===== src/rtl/io_bus_arbiter.sv =====
// Two-master round-robin arbiter in front of a single-beat IO slave port.
// Serialises master commands and returns read data across the slave's one-cycle read latency.
module io_bus_arbiter #(
  parameter int unsigned DW = 16,
  parameter int unsigned AW = 13
) (
  input  logic          clk,
  input  logic          rst_n,
  // master 0
  input  logic          m0_req_i,
  input  logic          m0_we_i,
  input  logic [AW-1:0] m0_addr_i,
  input  logic [DW-1:0] m0_wdata_i,
  output logic          m0_gnt_o,
  output logic          m0_rvalid_o,
  output logic [DW-1:0] m0_rdata_o,
  // master 1
  input  logic          m1_req_i,
  input  logic          m1_we_i,
  input  logic [AW-1:0] m1_addr_i,
  input  logic [DW-1:0] m1_wdata_i,
  output logic          m1_gnt_o,
  output logic          m1_rvalid_o,
  output logic [DW-1:0] m1_rdata_o,
  // IO slave
  output logic [AW-1:0] io_addr_o,
  output logic [DW-1:0] io_din_o,
  output logic          io_we_o,
  input  logic [DW-1:0] io_dout_i,
  output logic          busy_o
);

  typedef enum logic [1:0] {
    IDLE  = 2'd0,
    ISSUE = 2'd1,
    RDATA = 2'd2
  } state_e;

  state_e        state_q, state_d;
  logic          last_gnt_q, last_gnt_d;
  logic [AW-1:0] io_addr_q, io_addr_d;
  logic [DW-1:0] io_din_q, io_din_d;
  logic          io_we_q, io_we_d;
  logic [1:0]    gnt_q, gnt_d;
  logic [1:0]    rvalid_q, rvalid_d;
  logic [DW-1:0] m0_rdata_q, m0_rdata_d;
  logic [DW-1:0] m1_rdata_q, m1_rdata_d;
  logic          busy_q, busy_d;
  logic          winner;

  // A tie goes to the master that did not win last; a lone requester always wins.
  always_comb begin
    if (m0_req_i && m1_req_i) winner = ~last_gnt_q;
    else                      winner = m1_req_i;
  end

  always_comb begin
    // NOTE: every signal gets a default before the case so no path leaves it unassigned (no latches).
    state_d    = state_q;
    last_gnt_d = last_gnt_q;
    io_addr_d  = io_addr_q;
    io_din_d   = io_din_q;
    io_we_d    = 1'b0;
    gnt_d      = 2'b00;
    rvalid_d   = 2'b00;
    m0_rdata_d = m0_rdata_q;
    m1_rdata_d = m1_rdata_q;

    unique case (state_q)
      IDLE: begin
        if (m0_req_i || m1_req_i) begin
          io_addr_d      = winner ? m1_addr_i  : m0_addr_i;
          io_din_d       = winner ? m1_wdata_i : m0_wdata_i;
          io_we_d        = winner ? m1_we_i    : m0_we_i;
          gnt_d[winner]  = 1'b1;
          last_gnt_d     = winner;
          state_d        = ISSUE;
        end
      end
      ISSUE: begin
        state_d = io_we_q ? IDLE : RDATA;
      end
      RDATA: begin
        // The slave loaded dout at the end of ISSUE; last_gnt_q still names the reader.
        if (last_gnt_q) m1_rdata_d = io_dout_i;
        else            m0_rdata_d = io_dout_i;
        rvalid_d[last_gnt_q] = 1'b1;
        state_d              = IDLE;
      end
      default: state_d = IDLE;
    endcase

    busy_d = (state_d != IDLE);
  end

  // NOTE: sequential state uses non-blocking assignments so every register samples pre-edge values.
  always_ff @(posedge clk or negedge rst_n) begin
    if (!rst_n) begin
      state_q    <= IDLE;
      last_gnt_q <= 1'b1;
      io_addr_q  <= '0;
      io_din_q   <= '0;
      io_we_q    <= 1'b0;
      gnt_q      <= 2'b00;
      rvalid_q   <= 2'b00;
      m0_rdata_q <= '0;
      m1_rdata_q <= '0;
      busy_q     <= 1'b0;
    end else begin
      state_q    <= state_d;
      last_gnt_q <= last_gnt_d;
      io_addr_q  <= io_addr_d;
      io_din_q   <= io_din_d;
      io_we_q    <= io_we_d;
      gnt_q      <= gnt_d;
      rvalid_q   <= rvalid_d;
      m0_rdata_q <= m0_rdata_d;
      m1_rdata_q <= m1_rdata_d;
      busy_q     <= busy_d;
    end
  end

  assign m0_gnt_o    = gnt_q[0];
  assign m1_gnt_o    = gnt_q[1];
  assign m0_rvalid_o = rvalid_q[0];
  assign m1_rvalid_o = rvalid_q[1];
  assign m0_rdata_o  = m0_rdata_q;
  assign m1_rdata_o  = m1_rdata_q;
  assign io_addr_o   = io_addr_q;
  assign io_din_o    = io_din_q;
  assign io_we_o     = io_we_q;
  assign busy_o      = busy_q;

endmodule

===== config.mk =====
export PLATFORM = sky130hd
export DESIGN_NAME = io_bus_arbiter
export DESIGN_NICKNAME = d
export VERILOG_FILES = /design/src/rtl/io_bus_arbiter.sv
export SDC_FILE = /design/constraint.sdc
export NUM_CORES = 1
export LEC_CHECK = 0
export CAP_MARGIN = 5
export CORE_MARGIN = 4
export CORE_UTILIZATION = 32
export CTS_BUF_LIST = sky130_fd_sc_hd__clkbuf_16
export DETAILED_ROUTE_END_ITERATION = 7
export PLACE_DENSITY = 0.68
export SYNTH_ARGS = -nofsm -noshare
export SYNTH_HDL_FRONTEND = slang
export SYNTH_SLANG_ARGS = --single-unit

===== constraint.sdc =====
create_clock -name clk -period 4.9 [get_ports clk]
set_clock_uncertainty 0.2 [all_clocks]
set_input_delay 0.98 -clock clk [delete_from_list [all_inputs] [get_ports clk]]
set_output_delay 0.98 -clock clk [all_outputs]
set_load 0.02 [all_outputs]

### Yosys cells after proc, flatten, opt, wreduce, memory -nomap -nowiden

Cells that the tools add are included.

| operators by class | value |
|---|---|
| $lt $le $gt $ge | 4 |
| equal/unequal tests | 2 |
| mux-type cells | 16 |
| bitwise logic cells | 1 |
| reduce and logical (&&, ||, !) cells | 9 |

Operator list:

| cell | number |
|---|---|
| two-way mux 16 bit | 1 |
| two-way mux 13 bit | 1 |
| two-way mux 2 bit | 5 |
| two-way mux 1 bit | 6 |
| AND reduction 2 bit | 3 |
| < comparator 1 x 2 -> 1 bit (second input constant) | 2 |
| one-hot mux 2 bit (2 select lines) | 1 |
| logical AND 1 bit | 3 |
| demux 1 bit (select 1 bit) | 2 |
| == test 2 x 1 -> 1 bit (second input constant) | 1 |
| == test 2 bit (second input constant) | 1 |
| greater-or-equal comparator 1 bit (second input constant) | 2 |
| logical NOT 2 bit | 1 |
| nonzero test 2 bit | 1 |
| logical OR 1 bit | 1 |
| inverter 1 bit | 1 |

| storage, ports and cells | value |
|---|---|
| bits in registers | 70 |
| logic and storage cells | 42 |

### Longest topological paths before layout

Gate-level depths: netlist of run 1.

| logic depth | value |
|---|---|
| word-level depth | 8 |
| depth in mapped cells | 6 |
| gate-level depth less buffers | 4 |

### Worst setup path after synthesis of run 1

Ideal clock, no wire load.

| timing | value |
|---|---|
| kind | input port to flip-flop |
| start | in m1_req_i |
| end | reg io_addr_q[10] (netlist: io_addr_o[10]) |
| library setup time | 0.126 ns |
| arrival time | 2.009 ns |
| data required time | 4.574 ns |
| slack | 2.565 ns |
| cell stages on the path | 6 |
| path buffers | 3 |
| cell sequence | or2_1 > buf_6 > and3_4 > buf_6 > buf_6 > a221o_1 |

| between the ends | value |
|---|---|
| longest elaborated chain between the ends | 3 |

RTL lines:

| what | RTL line | text |
|---|---|---|
| start: declaration | 18 | `input logic m1_req_i,` |
| logical AND 1 bit | 53 | `if (m0_req_i && m1_req_i) winner = ~last_gnt_q;` |
| two-way mux 1 bit | 53 |  |
| two-way mux 13 bit | 72 | `io_addr_d = winner ? m1_addr_i : m0_addr_i;` |
| end signal: assignment | 112 | `io_addr_q <= io_addr_d;` |
| end: declaration | 41 | `logic [AW-1:0] io_addr_q, io_addr_d;` |

Several ways; a longest one is shown, not always the timed one.
A chain may end at the register's enable or synchronous reset.

### Final worst setup path of run 1

| timing | value |
|---|---|
| start | in m0_req_i |
| end | reg io_din_q[0] (netlist: io_din_o[0]) |

| between the ends | value |
|---|---|
| longest elaborated chain between the ends | 3 |

RTL lines:

| what | RTL line | text |
|---|---|---|
| start: declaration | 10 | `input logic m0_req_i,` |
| logical AND 1 bit | 53 |  |
| two-way mux 1 bit | 53 |  |
| two-way mux 16 bit | 73 | `io_din_d = winner ? m1_wdata_i : m0_wdata_i;` |
| end signal: assignment | 113 | `io_din_q <= io_din_d;` |
| end: declaration | 42 | `logic [DW-1:0] io_din_q, io_din_d;` |

Several ways; a longest one is shown, not always the timed one.

==> metrics.yaml, run 1 <==
status:
  run_status: "finished, final reports clean"
cts:
  cts.path.max_buffers: 2
  worstSkewPairLatency_ns: 0.32
  cts_max_level: 3
  cts_setup_buffers: 0
  clock-root-buffer: "clkbuf_16"
  cts_made_buffers: 9
  cts_sinks: 70
  postCtsHoldBufs: 0
  clk_pin_slew_worst_paths_ns: 0.06
  cts_tree: "yes"
  cts_resized: 0
routing:
  drtAntennaViolNets: 0
  detail_route.wl_per_cell_um: 16.2
  drc: 0
  detail_route.vias_per_cell: 4.87
  vias: 2327
  wirelength_mm: 7.76
  drtIter0Drc: 52
  first_pass_iters: 4
logic_synthesis:
  ys_types: 25
  synth_seq_cells: 70
  ys_seq_area_share_pct: 61.8
  syn-instance-count: 223
  synth_area_um2: 2840
  syn_nets: 303
  synth_warnings: 0
  synth.avg_cell_area_um2: 12.7
global_routing:
  grt_usage_pct: 15.2
  antenna_found_initial: 0
  grt_max_degree: 71
  gr-total-overflow: 0
  grt_first_pass_wirelength_mm: 12.3
  grt_pass1_vias: 2525
final_layout:
  final_common_cell: "clkdlybuf4s50_1"
  fin_area_um2: 4660
  final_cell_mix: "145 x clkdlybuf4s50_1, 69 x dfrtp_1, 32 x nand2_1, 32 x mux2_2, 16 x a21oi_1"
  n_antenna_cell: 0
  seq_area_um2: 1750
  fillCellCount: 765
  drive_above_1_share_pct: 15.1
  fin_util_pct: 53.7
  multi_input_area_um2: 980
  nets: 445
  area_delta_synth_final_pct: 64.4
timing:
  finalCritPeriodShare_pct: 63.5
  slew_viol_final: 0
  rsz0062_at_grt: "no"
  setup_violations: 0
  slew_headroom_pct: 20.6
  fin_ws_ns: 1.79
  worst_pin_slew_ns: 1.18
  fmax_mhz: 321
  setup_tns_ns: 0
  hold_viol: 0
  post-route-min-period_ns: 3.11
floorplanning:
  die_h_um: 102
  initial_core_util_pct: 32.7
  core_um2: 8680
  num_rows: 34
  io-pin-count: 147
  dieArea_um2: 10400
  fp.dieW_um: 102
power:
  leakagePower_nw: 1.98
  ir_drop_mv: 0.218
  powerDensity_nw_per_um2: 692
placed_design:
  numPortBuffers: 146
  dpl.hpwl_mm: 5.59
  dpl_worst_slack_ns: 1.41
  placed_cell_area_um2: 4340
  gp_congestion: 0.758
worst_hold_path:
  hold_path_class: "flop to flop"
worst_setup_path:
  cp.arrival_ns: 3.08
  critPathKind: "primary input to flop"
  worstPathMaxFanout: 18
  crit_path_end_kind: "flop"
  start_kind: "primary input"
  cp.required_ns: 4.87
run:
  drv_cap: 0
-- final cells by class --
type	instances	area share [%]
Clock buffer	9	4.83
Clock inverter	7	2.09
Inverter	2	0.161
Multi-Input combinational cell	135	21.0
Sequential cell	70	37.6
Tap cell	108	2.90
Timing Repair Buffer	147	31.4
-- critical path: stages --
cell             delay [ns]
clkdlybuf4s50_1        0.51
or2_1                  0.51
nand2_2                0.37
inv_1                  0.55
a31oi_1                0.16
-- kinds of logic after synthesis --
group | Yosys count | synth area share (%)
flops | 70 | 61.8
simple gates | 55 | 9.66
compound gates | 48 | 12.0
mux | 32 | 12.7
buf+inv | 18 | 3.88
-- per-stage QoR --
step	cells	total power [mW]	hold slack [ns]
6_report	478	3.23	0.250
5_1_grt	478	3.42	0.279
4_1_cts	478	3.28	0.256
3_5_place_dp	462	2.57	0.245
3_3_place_gp	462	2.54	0.229
2_1_floorplan	223	1.83	0.275
-- synth_stat cells, drive strengths merged --
cell type | count | share of area (%)
a21bo | 1 | 0.35
nor2 | 1 | 0.13
nor3 | 1 | 0.18
or2 | 1 | 0.22
dfrtp | 69 | 61
nand3b | 1 | 0.26
and3 | 15 | 3.5
nand2b | 1 | 0.22
a21o | 1 | 0.26
a21boi | 1 | 0.26
dfstp | 1 | 0.93
clkbuf | 4 | 0.53
inv | 2 | 0.26
nor3b | 2 | 0.71
a221o | 14 | 4.9
buf | 12 | 3.1
nand2 | 33 | 4.5
a31oi | 15 | 3.3
mux2 | 32 | 13
a21oi | 16 | 2.8
-- routing by layer --
layer	global-route usage [%]	up-vias	wire length [um]
met5	0	-	0
met3	4.10	11	585
li1	-	1094	-
met2	25.8	92	3960
met1	18.3	1130	3080
met4	6.16	0	130
-- final timing paths --
kind                            start             end  slack (ns)  cells past startpoint
min in group asynchronous       rst_n   m1_rdata_o[8]        0.56                      1
max in group asynchronous       rst_n  m0_rdata_o[14]        3.37                      1
max reg2reg                state_q[1]     io_din_o[0]        2.01                      4
min reg2reg                   io_we_o      state_q[1]        0.25                      1
max                          m0_req_i     io_din_o[0]        1.79                      5
min                           io_we_o      state_q[1]        0.25                      1
-- power breakdown --
part	internal [mW]	switching (mW)
registers	0.870	0.154
logic	0.776	0.739
clock network	0.447	0.242
-- flip-flops by register name, summed over array words and instances, names as in the netlist --
signal      cells
busy_o          1
io_din_o       16
io_we_o         1
m0_rdata_o     16
state_q         2
rvalid_q        2
io_addr_o      13
gnt_q           2
m1_rdata_o     16
last_gnt_q      1
No activity file was read; power rests on OpenSTA's default activity.
==> run 2: changes to the inputs <==
==> constraint.sdc (replaced) <==
create_clock -name clk -period 3 [get_ports clk]
set_clock_uncertainty 0.2 [all_clocks]
set_input_delay 0.6 -clock clk [delete_from_list [all_inputs] [get_ports clk]]
set_output_delay 0.6 -clock clk [all_outputs]
set_load 0.02 [all_outputs]
==> run 2 against run 1 <==
  * First-iteration DRC count is 9.6% lower
  * Via count decreased by 0.60%
  * Clock power grew 73%
  * Critical endpoint is now io_addr_o[12]
  * Largest cell class unchanged
  * Total power up 66%
  * Final cell count grew 1.0%
  * Combinational power up 64%
  * Critical path depth stayed put
==> metrics.yaml, run 2 (synthesized netlist as in run 1, its figures left out) <==
cts:
  cts_sinks: 70  # unchanged
  cts.path.max_buffers: 2  # unchanged
  clk_pin_slew_worst_paths_ns: 0.06  # about the same
  cts_setup_buffers: 0  # unchanged
  cts_resized: 0  # unchanged
  postCtsHoldBufs: 0  # unchanged
  cts_made_buffers: 9  # unchanged
  cts_tree: "yes"
  worstSkewPairLatency_ns: 0.32  # about the same
  clock-root-buffer: "clkbuf_16"
  cts_max_level: 3  # unchanged
routing:
  detail_route.vias_per_cell: 4.79  # -1.6%
  wirelength_mm: 7.76  # about the same
  vias: 2313  # -0.60%
  drtIter0Drc: 47  # -9.6%
  drtAntennaViolNets: 0  # unchanged
  first_pass_iters: 4  # unchanged
  drc: 0  # unchanged
  detail_route.wl_per_cell_um: 16.1  # -0.95%
timing:
  slew_viol_final: 0  # unchanged
  setup_violations: 0  # unchanged
  hold_viol: 0  # unchanged
  slew_headroom_pct: 42.9  # +22 points
  fmax_mhz: 451
  setup_tns_ns: 0  # unchanged
  finalCritPeriodShare_pct: 73.9
  rsz0062_at_grt: "no"
  worst_pin_slew_ns: 0.856  # -0.328 ns
  post-route-min-period_ns: 2.22
placed_design:
  dpl.hpwl_mm: 5.77  # +3.3%
  numPortBuffers: 146  # unchanged
  placed_cell_area_um2: 4380  # +0.86%
  gp_congestion: 0.734  # -3.3%
run:
  drv_cap: 0  # unchanged
final_layout:
  nets: 450  # +1.1%
  fin_area_um2: 4720  # +1.2%
  final_cell_mix: "145 x clkdlybuf4s50_1, 69 x dfrtp_1, 32 x nand2_1, 32 x mux2_2, 16 x a21oi_1"
  drive_above_1_share_pct: 15.7  # +0.60 points
  area_delta_synth_final_pct: 66.3
  final_common_cell: "clkdlybuf4s50_1"
  n_antenna_cell: 0  # unchanged
global_routing:
  grt_usage_pct: 15.6  # +0.40 points
  grt_pass1_vias: 2454  # -2.8%
  gr-total-overflow: 0  # unchanged
  antenna_found_initial: 0  # unchanged
  grt_first_pass_wirelength_mm: 12.5  # +2.1%
  grt_max_degree: 71  # unchanged
power:
  leakagePower_nw: 2.02  # +1.8%
  ir_drop_mv: 0.586  # +170%
  power_mw: 5.37  # +66%
  powerDensity_nw_per_um2: 1140  # +64%
worst_setup_path:
  crit_cells: 5  # unchanged
  cp.required_ns: 3.04  # -1.83 ns
  slowest_stage: "a21boi_2"
  worstPathCellList: "clkdlybuf4s50_1 > a21boi_2 > buf_4 > nand2_1 > a31oi_1"
  cp.arrival_ns: 2.25  # -0.83 ns
  cp_num_buf_inv: 2  # unchanged
  crit_family: "buffers and inverters"
  critPathKind: "primary input to flop"
  reg2reg_depth: 4  # unchanged
  start_kind: "primary input"
  slowest_delay_ns: 0.63  # +0.08 ns
  crit_path_end_kind: "flop"
  worstPathMaxFanout: 21  # +3
floorplanning:
  core_um2: 8680  # unchanged
  io-pin-count: 147  # unchanged
  num_rows: 34  # unchanged
  dieArea_um2: 10400  # unchanged
  fp.dieW_um: 102  # unchanged
  initial_core_util_pct: 32.7  # unchanged
  die_h_um: 102  # unchanged
status:
  run_status: "finished, final reports clean"
worst_hold_path:
  hold_path_class: "primary input to asynchronous set/reset pin"
==> run 2: stage by stage <==
stage,hold WS (ns),utilization (%),std cells,worst slack (ns)
floorplan,0.104,-,223,1.04
global placement,0.228,50.5,467,0.508
detailed placement,0.243,50.5,467,0.424
CTS,0.229,54.4,483,0.783
global route,0.272,54.4,483,0.633
finish,0.203,54.4,483,0.783
==> run 2: cell type report <==
class,count,area [um2]
clock inverters,7,114
well taps,108,135
fillers,764,3960
clock buffers,9,225
multi-input cells,135,980
inverters,2,7.51
repair buffers,152,1500
flip-flops and latches,70,1750
==> run 2: per-layer routing <==
layer,share of wire (%),GRT usage [%],vias to the layer above
met1,41,19.4,1111
met4,1.6,6.86,0
met3,7.8,4.71,10
li1,-,-,1104
met2,50,25.2,88
met5,0,0,-
==> run 2: path summary, 6_finish.rpt <==
check                      startpoint             to  slack (ns)
setup reg to reg           last_gnt_q  io_addr_o[12]        1.17
min in group clk              io_we_o     state_q[1]        0.24
setup / recovery             m1_req_i  io_addr_o[12]        0.78
hold reg to reg               io_we_o     state_q[1]        0.24
max in group asynchronous       rst_n  io_addr_o[12]        1.85
hold / removal                  rst_n  m1_rdata_o[9]        0.20
==> run 2: worst reg2reg max path: stages (launching register included) <==
cell and delay, ns:
dfstp_2 0.40, a21boi_2 0.61, buf_4 0.30, nand2_1 0.07, a31oi_1 0.16
==> run 2: power by group <==
part           internal, mW  total (mW)  leakage [nW]  switching (mW)
Clock                 0.807        1.19         0.164           0.381
Sequential             1.42        1.68         0.829           0.262
Combinational          1.29        2.49          1.02            1.21
